### src/rtl/mem_ctrl.sv
// Single-port word memory with byte-lane writes, WAIT wait states per access and a one-cycle ready strobe.
// A held req streams one access every WAIT+2 cycles; addresses at or beyond DEPTH complete with err and no write.
module mem_ctrl #(
  parameter int unsigned DATA_W = 32,
  parameter int unsigned ADDR_W = 5,
  parameter int unsigned DEPTH  = 32,
  parameter int unsigned WAIT   = 2
) (
  input  logic                clk,
  input  logic                rst_n,
  input  logic                req,
  input  logic                we,
  input  logic [ADDR_W-1:0]   addr,
  input  logic [DATA_W/8-1:0] be,
  input  logic [DATA_W-1:0]   wdata,
  output logic [DATA_W-1:0]   rdata,
  output logic                ready,
  output logic                err,
  output logic                busy
);

  localparam int unsigned NB    = DATA_W / 8;
  localparam int unsigned IDX_W = (DEPTH > 1) ? $clog2(DEPTH) : 1;

  typedef enum logic [1:0] {IDLE, BUSY, RESP} state_t;

  state_t              state, state_nxt;
  logic [3:0]          cnt, cnt_nxt;
  logic                capture, access;
  logic                we_q;
  logic [ADDR_W-1:0]   addr_q;
  logic [NB-1:0]       be_q;
  logic [DATA_W-1:0]   wdata_q;
  logic                err_q;
  logic                in_range;
  logic [IDX_W-1:0]    idx;
  logic [DATA_W-1:0]   cur, merged;

  logic [DATA_W-1:0]   mem [DEPTH] = '{default: '0};

  always_comb begin
    state_nxt = state;
    cnt_nxt   = cnt;
    capture   = 1'b0;
    access    = 1'b0;
    case (state)
      IDLE: begin
        if (req) begin
          capture   = 1'b1;
          cnt_nxt   = 4'(WAIT);
          state_nxt = BUSY;
        end
      end
      BUSY: begin
        if (cnt != 4'd0) begin
          cnt_nxt = cnt - 4'd1;
        end else begin
          access    = 1'b1;
          state_nxt = RESP;
        end
      end
      RESP: begin
        // The RESP exit edge doubles as the next sampling point, so a held req repeats every WAIT+2 cycles.
        if (req) begin
          capture   = 1'b1;
          cnt_nxt   = 4'(WAIT);
          state_nxt = BUSY;
        end else begin
          state_nxt = IDLE;
        end
      end
      default: state_nxt = IDLE;
    endcase
  end

  assign in_range = (32'(addr_q) < DEPTH);
  assign idx      = addr_q[IDX_W-1:0];
  assign cur      = mem[idx];

  always_comb begin
    merged = cur;
    if (we_q) begin
      for (int k = 0; k < NB; k++) begin
        if (be_q[k]) merged[8*k +: 8] = wdata_q[8*k +: 8];
      end
    end
  end

  always_ff @(posedge clk or negedge rst_n) begin
    if (!rst_n) begin
      state   <= IDLE;
      cnt     <= 4'd0;
      we_q    <= 1'b0;
      addr_q  <= '0;
      be_q    <= '0;
      wdata_q <= '0;
      rdata   <= '0;
      err_q   <= 1'b0;
    end else begin
      state <= state_nxt;
      cnt   <= cnt_nxt;
      if (capture) begin
        we_q    <= we;
        addr_q  <= addr;
        be_q    <= be;
        wdata_q <= wdata;
      end
      if (access) begin
        rdata <= in_range ? merged : '0;
        err_q <= ~in_range;
      end
    end
  end

  // Memory has no reset so contents survive rst_n.
  always_ff @(posedge clk) begin
    if (access && in_range && we_q) mem[idx] <= merged;
  end

  assign ready = (state == RESP);
  assign err   = err_q & ready;
  assign busy  = (state != IDLE);

endmodule

### config.mk
export PLATFORM = sky130hd
export DESIGN_NAME = mem_ctrl
export DESIGN_NICKNAME = d
export VERILOG_FILES = /design/src/rtl/mem_ctrl.sv
export SDC_FILE = /design/constraint.sdc
export NUM_CORES = 1
export LEC_CHECK = 0
export BUFFER_PORTS_ARGS = -buffer_cell sky130_fd_sc_hd__buf_2
export CELL_PAD_IN_SITES_DETAIL_PLACEMENT = 0
export CELL_PAD_IN_SITES_GLOBAL_PLACEMENT = 1
export CORE_ASPECT_RATIO = 0.6
export CORE_MARGIN = 3
export CORE_UTILIZATION = 55
export CTS_CLUSTER_DIAMETER = 100
export DETAILED_ROUTE_END_ITERATION = 6
export GPL_TIMING_DRIVEN = 1
export PLACE_DENSITY = 0.81
export SLEW_MARGIN = 20
export SYNTH_ARGS = -nofsm -noshare
export SYNTH_HDL_FRONTEND = slang
export SYNTH_SLANG_ARGS = --single-unit
### constraint.sdc
create_clock -name clk -period 4.45 [get_ports clk]
set_clock_uncertainty 0.1 [all_clocks]
set_input_delay 0.2225 -clock clk [delete_from_list [all_inputs] [get_ports clk]]
set_output_delay 0.2225 -clock clk [all_outputs]
set_load 0.01 [all_outputs]
* After elaboration in Yosys (flattened, before gate mapping)
Memories as Yosys holds them, arrays and structs flattened. Cells that the tools add are included.
Cells by class: muxes and demuxes 18, equal/unequal tests 6, shifts and indexed selects 0, div/mod/pow operators 0, multipliers 0, add/subtract/negate cells 1, bitwise operators 0, reduce and logical (&&, ||, !) cells 8, magnitude comparators 0
Operators by type and width (number):
- 32-bit 2-to-1 mux | 1
- 8-bit 2-to-1 mux | 4
- 4-bit 2-to-1 mux | 2
- 4-bit case mux with 2 select lines | 1
- 1-bit 2-to-1 mux | 7
- 2-bit inequality test, second input constant | 3
- 2-bit case mux with 3 select lines | 1
- 2-bit 2-to-1 mux | 2
- 2-bit nonzero test | 2
- 4-bit nonzero test | 1
- 4-bit by 1-bit subtractor with 4-bit output, second input constant | 1
- 3-bit AND reduction | 1
- 2-bit by 1-bit equality test with 1-bit output, second input constant | 1
- 2-bit equality test, second input constant | 1
- 2-bit zero test | 1
- 2-bit by 1-bit inequality test with 1-bit output, second input constant | 1
- 2-bit AND reduction | 1
- 2-bit OR reduction | 1
- 1-bit logical AND | 1
Word-level totals: memory bits (writable) 1024, bits in read-only memories 0, bits in latches 0, bits in registers 80, memories kept 1, input port bits 45, output and inout bits 35, logic and storage cells 41
Memory list:
- mem | words 32, width 32, read ports 1, clocked after Yosys merged registers in 0, write ports 1, RTL line 39 | logic [DATA_W-1:0] mem [DEPTH] = '{default: '0};

* Logic depth before layout (Yosys ltp)
Gate-level depths: netlist (run 1).
word-level depth 6, mapped depth 11, gate-level depth less buffers 7

* Worst setup path before layout (run 1)
Ideal clock, no wire load.
path kind reg-to-reg, start register addr_q[1], end memory mem[0][0] (enable), path buffers 6, stages on the path, launching flop included 9, library setup time 421 ps, data arrival time 3258 ps, data required time 3929 ps, period minus slack after synthesis 3779 ps, path slack 671 ps, cells stage by stage dfrtp_1 > buf_2 > buf_6 > buf_6 > buf_4 > buf_2 > or4b_2 > buf_2 > nor2_1
RTL lines:
- start, declared | RTL line 31 | logic [ADDR_W-1:0] addr_q;
- start signal, assigned | RTL line 104 | addr_q <= addr;
- end, declared | RTL line 39
Straight into the memory's write port.

* Worst setup path after layout (run 1)
start register addr_q[1], end memory mem[20][20] (data pin)
On the way: longest elaborated chain between the ends 3
Ends and longest elaborated chain:
- memory 32 x 32 bit (*)
- 8-bit 2-to-1 mux | RTL line 84 | if (be_q[k]) merged[8*k +: 8] = wdata_q[8*k +: 8];
- 32-bit 2-to-1 mux (*) | RTL line 82 | if (we_q) begin
- named net merged[20] | RTL line 37 | logic [DATA_W-1:0] cur, merged;
Mark *: on every way through the listed nets, which the timed path passes. The rest lies on a longest branch.

==> impl_results.md, run 1 <==
- Cell count after synthesis: 2252
- Number of H-tree branching levels: 3
- Insertion delay to the later sink of the worst-skew pair: 690 ps
- Initial standard-cell utilization of the core: 0.560
- Pin count of the biggest net entering global routing: 54
- Setup violation total in the final timing report: 0
- Wire length of the first global-routing pass: 167000 um
- Sequential share of the synthesized area: 0.766
- Fraction of power spent switching nets: 0.337
- Max transition margin: 0.249
- Net switching component of the power: 12.8 mW
- Min-delay worst type: in2async
- Dpl hpwl: 70400 um
- Antenna violations before repair: 1
- Cell with the most instances after synthesis: sky130_fd_sc_hd__edfxtp_1
- Pint: 25.2 mW
- Total congestion overflow: 0
- Mapped Nets: 2299
- Maximum vdd ir drop: 0.423 mV
- LEAKAGE: 16.9 nW
- Register-to-Register Setup Slack: 660 ps
- # nets final: 2549
- Clk Tree Root Cell: sky130_fd_sc_hd__clkbuf_16
- Sequential standard cell area: 0.0328 sq mm
- Area growth from synthesis to final layout: 15.8%
- Post-CTS setup-driven buffer insertion count: 0
- Routed Antenna Nets: 0
- Worst setup SP type: register
- Cell area after synthesis: 0.0428 sq mm
- Total wire length after detailed routing: 118000 um
- Sequential share of power: 0.437
- Avg Synthesized Cell Area: 19.0 sq um
- Yosys Warn Count: 0
- Number of global-route vias before repair: 22800
- Largest area contributor in the netlist: sky130_fd_sc_hd__edfxtp_1
- IO buf count: 78
- Final core occ: 0.649
- Number of max-slew violations in the final report: 0
- Wire length per cell after detailed routing: 32.6 um
- Power Density: 767 mW/mm^2
- Worst-path fanout max: 33
- Sinks on Clock Net: 1104
- Post-layout instance count excluding filler cells: 3629
- Hold violation total from the final report: 0
- Post-synth top area share: 0.719
- Endpoint arrival time on the critical path: 4070 ps
- Commonest cells post-synth: 1024 x sky130_fd_sc_hd__edfxtp_1, 322 x sky130_fd_sc_hd__mux2i_1, 106 x sky130_fd_sc_hd__o22ai_1, 105 x sky130_fd_sc_hd__nor2_1, 96 x sky130_fd_sc_hd__mux4_2
- Cell count of the worst reg-to-reg path: 8
- Die X-Extent: 366 um
- Max-cap check violation count: 0
- Required arrival time at the worst endpoint: 4730 ps
- Layout cell share with drive strength beyond 1: 0.240
- Total area of multi-input combinational cells: 0.00969 sq mm
- Clock buffers created by TritonCTS: 94
- Max Freq: 0.264 GHz
- Clock period minus final worst setup slack: 3790 ps
- Outcome: complete, no violations
- RSZ-0062 raised after global routing: false
- TritonCTS clock tree: yes
- Maximum buffer depth of the clock tree: 3
- Cell Rows: 78
- Routability-driven placement congestion ratio: 0.873
- Number of remaining DRC errors: 0
- Part of the power in the clock network: 0.230
- Final Instance Area: 0.0495 sq mm
- Period utilization: 0.851
- Vias: 23500
- Number of enable-type register cells in the synthesized netlist: 1024
- WHS: 34.3 ps
- Least-Margin Pin Slew: 1130 ps
- Placement Cell Area: 0.0457 sq mm
- Die Y-Extent: 222 um
- CTS clk-pin slew, worst paths: 70 ps
- Async set-reset flop share out of synthesis: 0.0725
- Total negative slack: 0 ps
- Cell types occupying the most area after synthesis: sky130_fd_sc_hd__edfxtp_1 72%, sky130_fd_sc_hd__mux2i_1 7.5%, sky130_fd_sc_hd__mux4_2 5.1%
- Kind of end point of the critical path: register
- Top-Level Pins: 80
- FILL cells: 5109
- Combinational group share of total power: 0.332
- Post-cts resize count: 0
- Count of cell types in the netlist: 55
- Total placed cells including tap cells: 3402
- Total track usage: 0.292
- Iteration-0 DRC Markers: 3115
- Kind of critical path: reg2reg
- Routed via count divided by cell count: 6.47
- Core Box Area: 0.0763 sq mm
- Router iterations before antenna repair: 5
- Most common flop cell mapped by yosys: sky130_fd_sc_hd__edfxtp_1
- Yosys reg bits: 1104
- Overall die area: 0.0812 sq mm
## cells in the final DEF, fill, tap and decap left out, types with 6 or more instances in the layout
master | netlist | layout
sky130_fd_sc_hd__edfxtp_1 | 1024 | 1024
sky130_fd_sc_hd__mux2i_1 | 322 | 322
sky130_fd_sc_hd__buf_4 | 33 | 127
sky130_fd_sc_hd__o22ai_1 | 106 | 106
sky130_fd_sc_hd__clkbuf_16 | 0 | 98
sky130_fd_sc_hd__mux4_2 | 96 | 96
sky130_fd_sc_hd__dfrtp_1 | 80 | 77
sky130_fd_sc_hd__buf_2 | 54 | 77
sky130_fd_sc_hd__nor2_1 | 105 | 73
sky130_fd_sc_hd__nand2_1 | 66 | 66
sky130_fd_sc_hd__mux2_2 | 66 | 66
sky130_fd_sc_hd__dlygate4sd3_1 | 0 | 44
sky130_fd_sc_hd__buf_12 | 0 | 33
sky130_fd_sc_hd__nor2_4 | 0 | 32
sky130_fd_sc_hd__nor3_1 | 24 | 24
sky130_fd_sc_hd__clkbuf_1 | 25 | 23
sky130_fd_sc_hd__o21ai_0 | 22 | 22
sky130_fd_sc_hd__a21oi_1 | 20 | 20
sky130_fd_sc_hd__clkinv_2 | 0 | 20
sky130_fd_sc_hd__nand3_1 | 17 | 17
sky130_fd_sc_hd__bufinv_16 | 0 | 15
sky130_fd_sc_hd__nor2b_1 | 14 | 13
sky130_fd_sc_hd__a22oi_1 | 13 | 13
sky130_fd_sc_hd__a22o_1 | 12 | 12
sky130_fd_sc_hd__a211oi_1 | 11 | 11
sky130_fd_sc_hd__a211o_1 | 10 | 10
sky130_fd_sc_hd__a31oi_2 | 0 | 10
sky130_fd_sc_hd__a41oi_2 | 0 | 9
sky130_fd_sc_hd__nand4b_1 | 7 | 7
sky130_fd_sc_hd__o31ai_1 | 7 | 7
sky130_fd_sc_hd__clkinvlp_4 | 0 | 7
sky130_fd_sc_hd__and2_1 | 6 | 6
sky130_fd_sc_hd__or4_1 | 6 | 6
sky130_fd_sc_hd__a2111oi_0 | 6 | 6
sky130_fd_sc_hd__clkbuf_8 | 0 | 6
## cells by family (layout without fill, tap and decap cells)
| kind of cell | after synthesis | in the layout | synth area share |
|---|---|---|---|
| flops | 1104 | 1104 | 0.766 |
| mux | 485 | 485 | 0.144 |
| simple gates | 277 | 277 | 0.0312 |
| compound gates | 250 | 250 | 0.0402 |
| buf+inv | 130 | 462 | 0.0176 |
| xor+xnor | 3 | 3 | 0.000615 |
| fa+ha+maj | 2 | 2 | 0.000585 |
| other cells | 1 | 6 | 0.0000877 |
## power groups by stage
stage	Sequential (mW)	Clock (mW)	Combinational, mW
final	16.6	8.75	12.6
after global routing	16.7	9.25	13.4
after CTS	16.6	8.83	12.3
after detailed placement	16.8	0	12.2
after global placement	16.8	0	11.7
after floorplan	16.7	0	7.40
## metal layers
layer | track usage | vias to the layer above | routed length, um
met5 | 0 | - | 13
met1 | 0.430 | 12100 | 46900
met2 | 0.400 | 1600 | 49700
met3 | 0.118 | 217 | 18300
met4 | 0.0902 | 2 | 3560
li1 | - | 9615 | -
## worst max-delay path, cell delays in order, from the launching register on
cell                      delay [ps]
sky130_fd_sc_hd__dfrtp_4         880
sky130_fd_sc_hd__buf_12          320
sky130_fd_sc_hd__buf_4           370
sky130_fd_sc_hd__buf_4           250
sky130_fd_sc_hd__mux2i_1         190
sky130_fd_sc_hd__o22ai_1          90
sky130_fd_sc_hd__nor4_1          670
sky130_fd_sc_hd__a31oi_2         220
sky130_fd_sc_hd__buf_4           280
## final cells by class
class | instances | area share
inverters | 3 | 0.000227
diodes | 5 | 0.000253
well taps | 1040 | 0.0263
multi-input cells | 1018 | 0.196
clock inverters | 51 | 0.0134
repair buffers | 281 | 0.0493
flip-flops and latches | 1104 | 0.662
clock buffers | 127 | 0.0529
## sequential cells by signal (all words and copies together) (netlist names)
signal / flops
cnt: 4
be_q: 4
addr_q: 5
rdata: 32
mem: 1024
we_q: 1
wdata_q: 32
state: 2
## worst paths after layout
path | endpoint | from
setup / recovery | mem[20][20] | addr_q[1]
hold / removal | wdata_q[6] | rst_n
setup reg to reg | mem[20][20] | addr_q[1]
hold reg to reg | rdata[6] | rdata[6]
max in group asynchronous | addr_q[1] | rst_n
min in group clk | wdata_q[5] | wdata[5]
## timing repair
item	CTS	global route
hold buffers	44	0
endpoints found under the setup margin	0	0
endpoints found under the hold margin	93	0
## per-stage QoR
step / worst slack [ps] / power [mW]
floorplan: 671 / 24.1
global route: 629 / 39.3
finish: 664 / 38.0
detailed placement: 751 / 29.1
CTS: 718 / 37.8
global placement: 789 / 28.5
(Power assumes the default switching activity.)
==> run 2: changes to the inputs <==
GPL_ROUTABILITY_DRIVEN = 0   (was not set)
clock period = 3.8 ns   (was 4.45 ns; I/O delays follow)
==> impl_results.md, run 2 (synthesized netlist as in run 1, its figures left out) <==
- Outcome: complete, no violations
- IO buf count: 78 (unchanged)
- Pint: 29.3 mW (+16%)
- Max-cap check violation count: 0 (unchanged)
- Total negative slack: 0 ps (unchanged)
- Power Density: 891 mW/mm^2 (+16%)
- Period utilization: 0.883 (+0.0322)
- Clk Tree Root Cell: sky130_fd_sc_hd__clkbuf_16
- Number of remaining DRC errors: 0 (unchanged)
- Commonest non-fill, non-tap cell in the layout: sky130_fd_sc_hd__edfxtp_1
- Net switching component of the power: 14.8 mW (+16%)
- Total track usage: 0.297 (+0.00487)
- Largest register by flop count: mem
- FILL cells: 5136 (+0.53%)
- Number of max-slew violations in the final report: 0 (unchanged)
- Required arrival time at the worst endpoint: 4240 ps (-490 ps)
- Insertion delay to the later sink of the worst-skew pair: 680 ps (about the same)
- CTS clk-pin slew, worst paths: 70 ps (about the same)
- Final core occ: 0.649 (about the same)
- Antenna violations before repair: 3 (+2)
- Total wire length after detailed routing: 120000 um (+1.4%)
- Total area of multi-input combinational cells: 0.00969 sq mm (about the same)
- Least setup slack across all paths after layout: 444 ps (-219 ps)
- RSZ-0062 raised after global routing: false
- Iteration-0 DRC Markers: 3894 (+25%)
- Die Y-Extent: 222 um (unchanged)
- Sequential standard cell area: 0.0328 sq mm (unchanged)
- Registers with the highest flip-flop counts: mem (1024), rdata (32), wdata_q (32)
- Clock period minus final worst setup slack: 3360 ps (-431 ps)
- Max Freq: 0.298 GHz (+13%)
- Kind of end point of the critical path: register
- Number of H-tree branching levels: 3 (unchanged)
- Cell Rows: 78 (unchanged)
- Kind of critical path: reg2reg
- TritonCTS clock tree: yes
- Clock buffers created by TritonCTS: 94 (unchanged)
- Least-Margin Pin Slew: 1030 ps (-93.6 ps)
- Part of the power in the clock network: 0.222 (-0.008)
- Sinks on Clock Net: 1104 (unchanged)
- Maximum buffer depth of the clock tree: 3 (unchanged)
- Core Box Area: 0.0763 sq mm (unchanged)
- Fraction of power spent switching nets: 0.336 (-0.00122)
- Worst-path fanout max: 33 (unchanged)
- Launch point of the worst path: addr_q[3]
- Wire length per cell after detailed routing: 32.8 um (+0.49%)
- Combinational group share of total power: 0.340 (+0.008)
- Min-delay worst type: in2async
- Area growth from synthesis to final layout: 15.8% (about the same)
- Dpl hpwl: 72500 um (+3.0%)
- Layout cell share with drive strength beyond 1: 0.248 (+0.00805)
- LEAKAGE: 17.0 nW (+0.75%)
- Router iterations before antenna repair: 6 (+1)
- Worst-case setup slack after placement: 429 ps (-321 ps)
- Pin count of the biggest net entering global routing: 59 (+9.3%)
- FF-to-FF Start: addr_q[3]
- # nets final: 2590 (+1.6%)
- Worst setup SP type: register
- Routed Antenna Nets: 0 (unchanged)
- Top-Level Pins: 80 (unchanged)
- Max reg flops: 1024 (unchanged)
- Wire length of the first global-routing pass: 171000 um (+2.3%)
- Post-cts resize count: 0 (unchanged)
- Hold violation total from the final report: 0 (unchanged)
- Maximum vdd ir drop: 0.504 mV (+19%)
- Post-CTS Hold Buffers: 44 (unchanged)
- Post-CTS setup-driven buffer insertion count: 0 (unchanged)
- Post-layout power: 44.1 mW (+16%)
- Setup violation total in the final timing report: 0 (unchanged)
- Number of global-route vias before repair: 23300 (+2.2%)
- Vias: 24000 (+2.0%)
- Die X-Extent: 366 um (unchanged)
- Endpoint arrival time on the critical path: 3800 ps (-270 ps)
- Max transition margin: 0.312 (+0.0624)
- Overall die area: 0.0812 sq mm (unchanged)
- Sequential share of power: 0.438 (about the same)
- Total congestion overflow: 0 (unchanged)
- Initial standard-cell utilization of the core: 0.560 (unchanged)
- Commonest cells after routing, fill and taps aside: 1024 x sky130_fd_sc_hd__edfxtp_1, 322 x sky130_fd_sc_hd__mux2i_1, 177 x sky130_fd_sc_hd__buf_4
- Routed via count divided by cell count: 6.54 (+1.1%)
-- run 2: cell types whose count changed in the layout (fill, tap and decap cells not counted), moves of 2 or more --
cell and delta:
sky130_fd_sc_hd__buf_12 -9, sky130_fd_sc_hd__buf_4 +50, sky130_fd_sc_hd__bufinv_16 -6, sky130_fd_sc_hd__clkbuf_8 +3, sky130_fd_sc_hd__clkinv_1 +6, sky130_fd_sc_hd__clkinvlp_4 -7, sky130_fd_sc_hd__diode_2 -4, sky130_fd_sc_hd__inv_6 -2
-- run 2: stage by stage --
step / cells / hold slack, ps / area (sq um)
2_1_floorplan: 2252 / -206 / 42800
3_3_place_gp: 3443 / 288 / 45900
3_5_place_dp: 3443 / 302 / 45900
4_1_cts: 3661 / 117 / 49500
5_1_grt: 3661 / 184 / 49500
6_report: 3662 / 137 / 49500
-- run 2: final cells by class --
cell class	count	share of cell area
antenna	1	0.0000505
clock inverter	43	0.00892
clock buffer	131	0.0539
inverter	3	0.000227
sequential	1104	0.662
multi-input combinational	1018	0.196
timing repair buffer	322	0.0532
tap	1040	0.0263
-- run 2: worst paths after layout --
check,slack [ps],to,cells past startpoint
max,440,rdata[19],7
min,140,rdata[6],2
max reg2reg,440,rdata[19],7
min reg2reg,380,rdata[20],2
max in group asynchronous,2450,rdata[2],3
min in group clk,180,wdata_q[0],3
-- run 2: layer usage --
layer | GRT usage | vias up | share of wire
met5 | 0 | - | 0
li1 | - | 9682 | -
met3 | 0.0819 | 209 | 0.15
met4 | 0.0915 | 0 | 0.028
met1 | 0.452 | 12300 | 0.40
met2 | 0.420 | 1757 | 0.43
-- run 2: worst max-delay path, cell delays in order (launching register included) --
cell                       delay, ps
sky130_fd_sc_hd__dfrtp_1         660
sky130_fd_sc_hd__buf_4           320
sky130_fd_sc_hd__nand4b_1        360
sky130_fd_sc_hd__buf_4           290
sky130_fd_sc_hd__o22ai_1         120
sky130_fd_sc_hd__nor4_1          510
sky130_fd_sc_hd__a31oi_4         440
sky130_fd_sc_hd__mux2_2          410
-- run 2: power groups by stage --
| stage | sequential [mW] | clock [mW] | combinational, mW |
|---|---|---|---|
| floorplan | 19.5 | 0 | 8.67 |
| global placement | 19.5 | 0 | 13.9 |
| finish | 19.3 | 9.80 | 15.0 |
| global route | 19.4 | 10.4 | 15.9 |
| detailed placement | 19.6 | 0 | 14.6 |
| CTS | 19.3 | 9.89 | 14.7 |
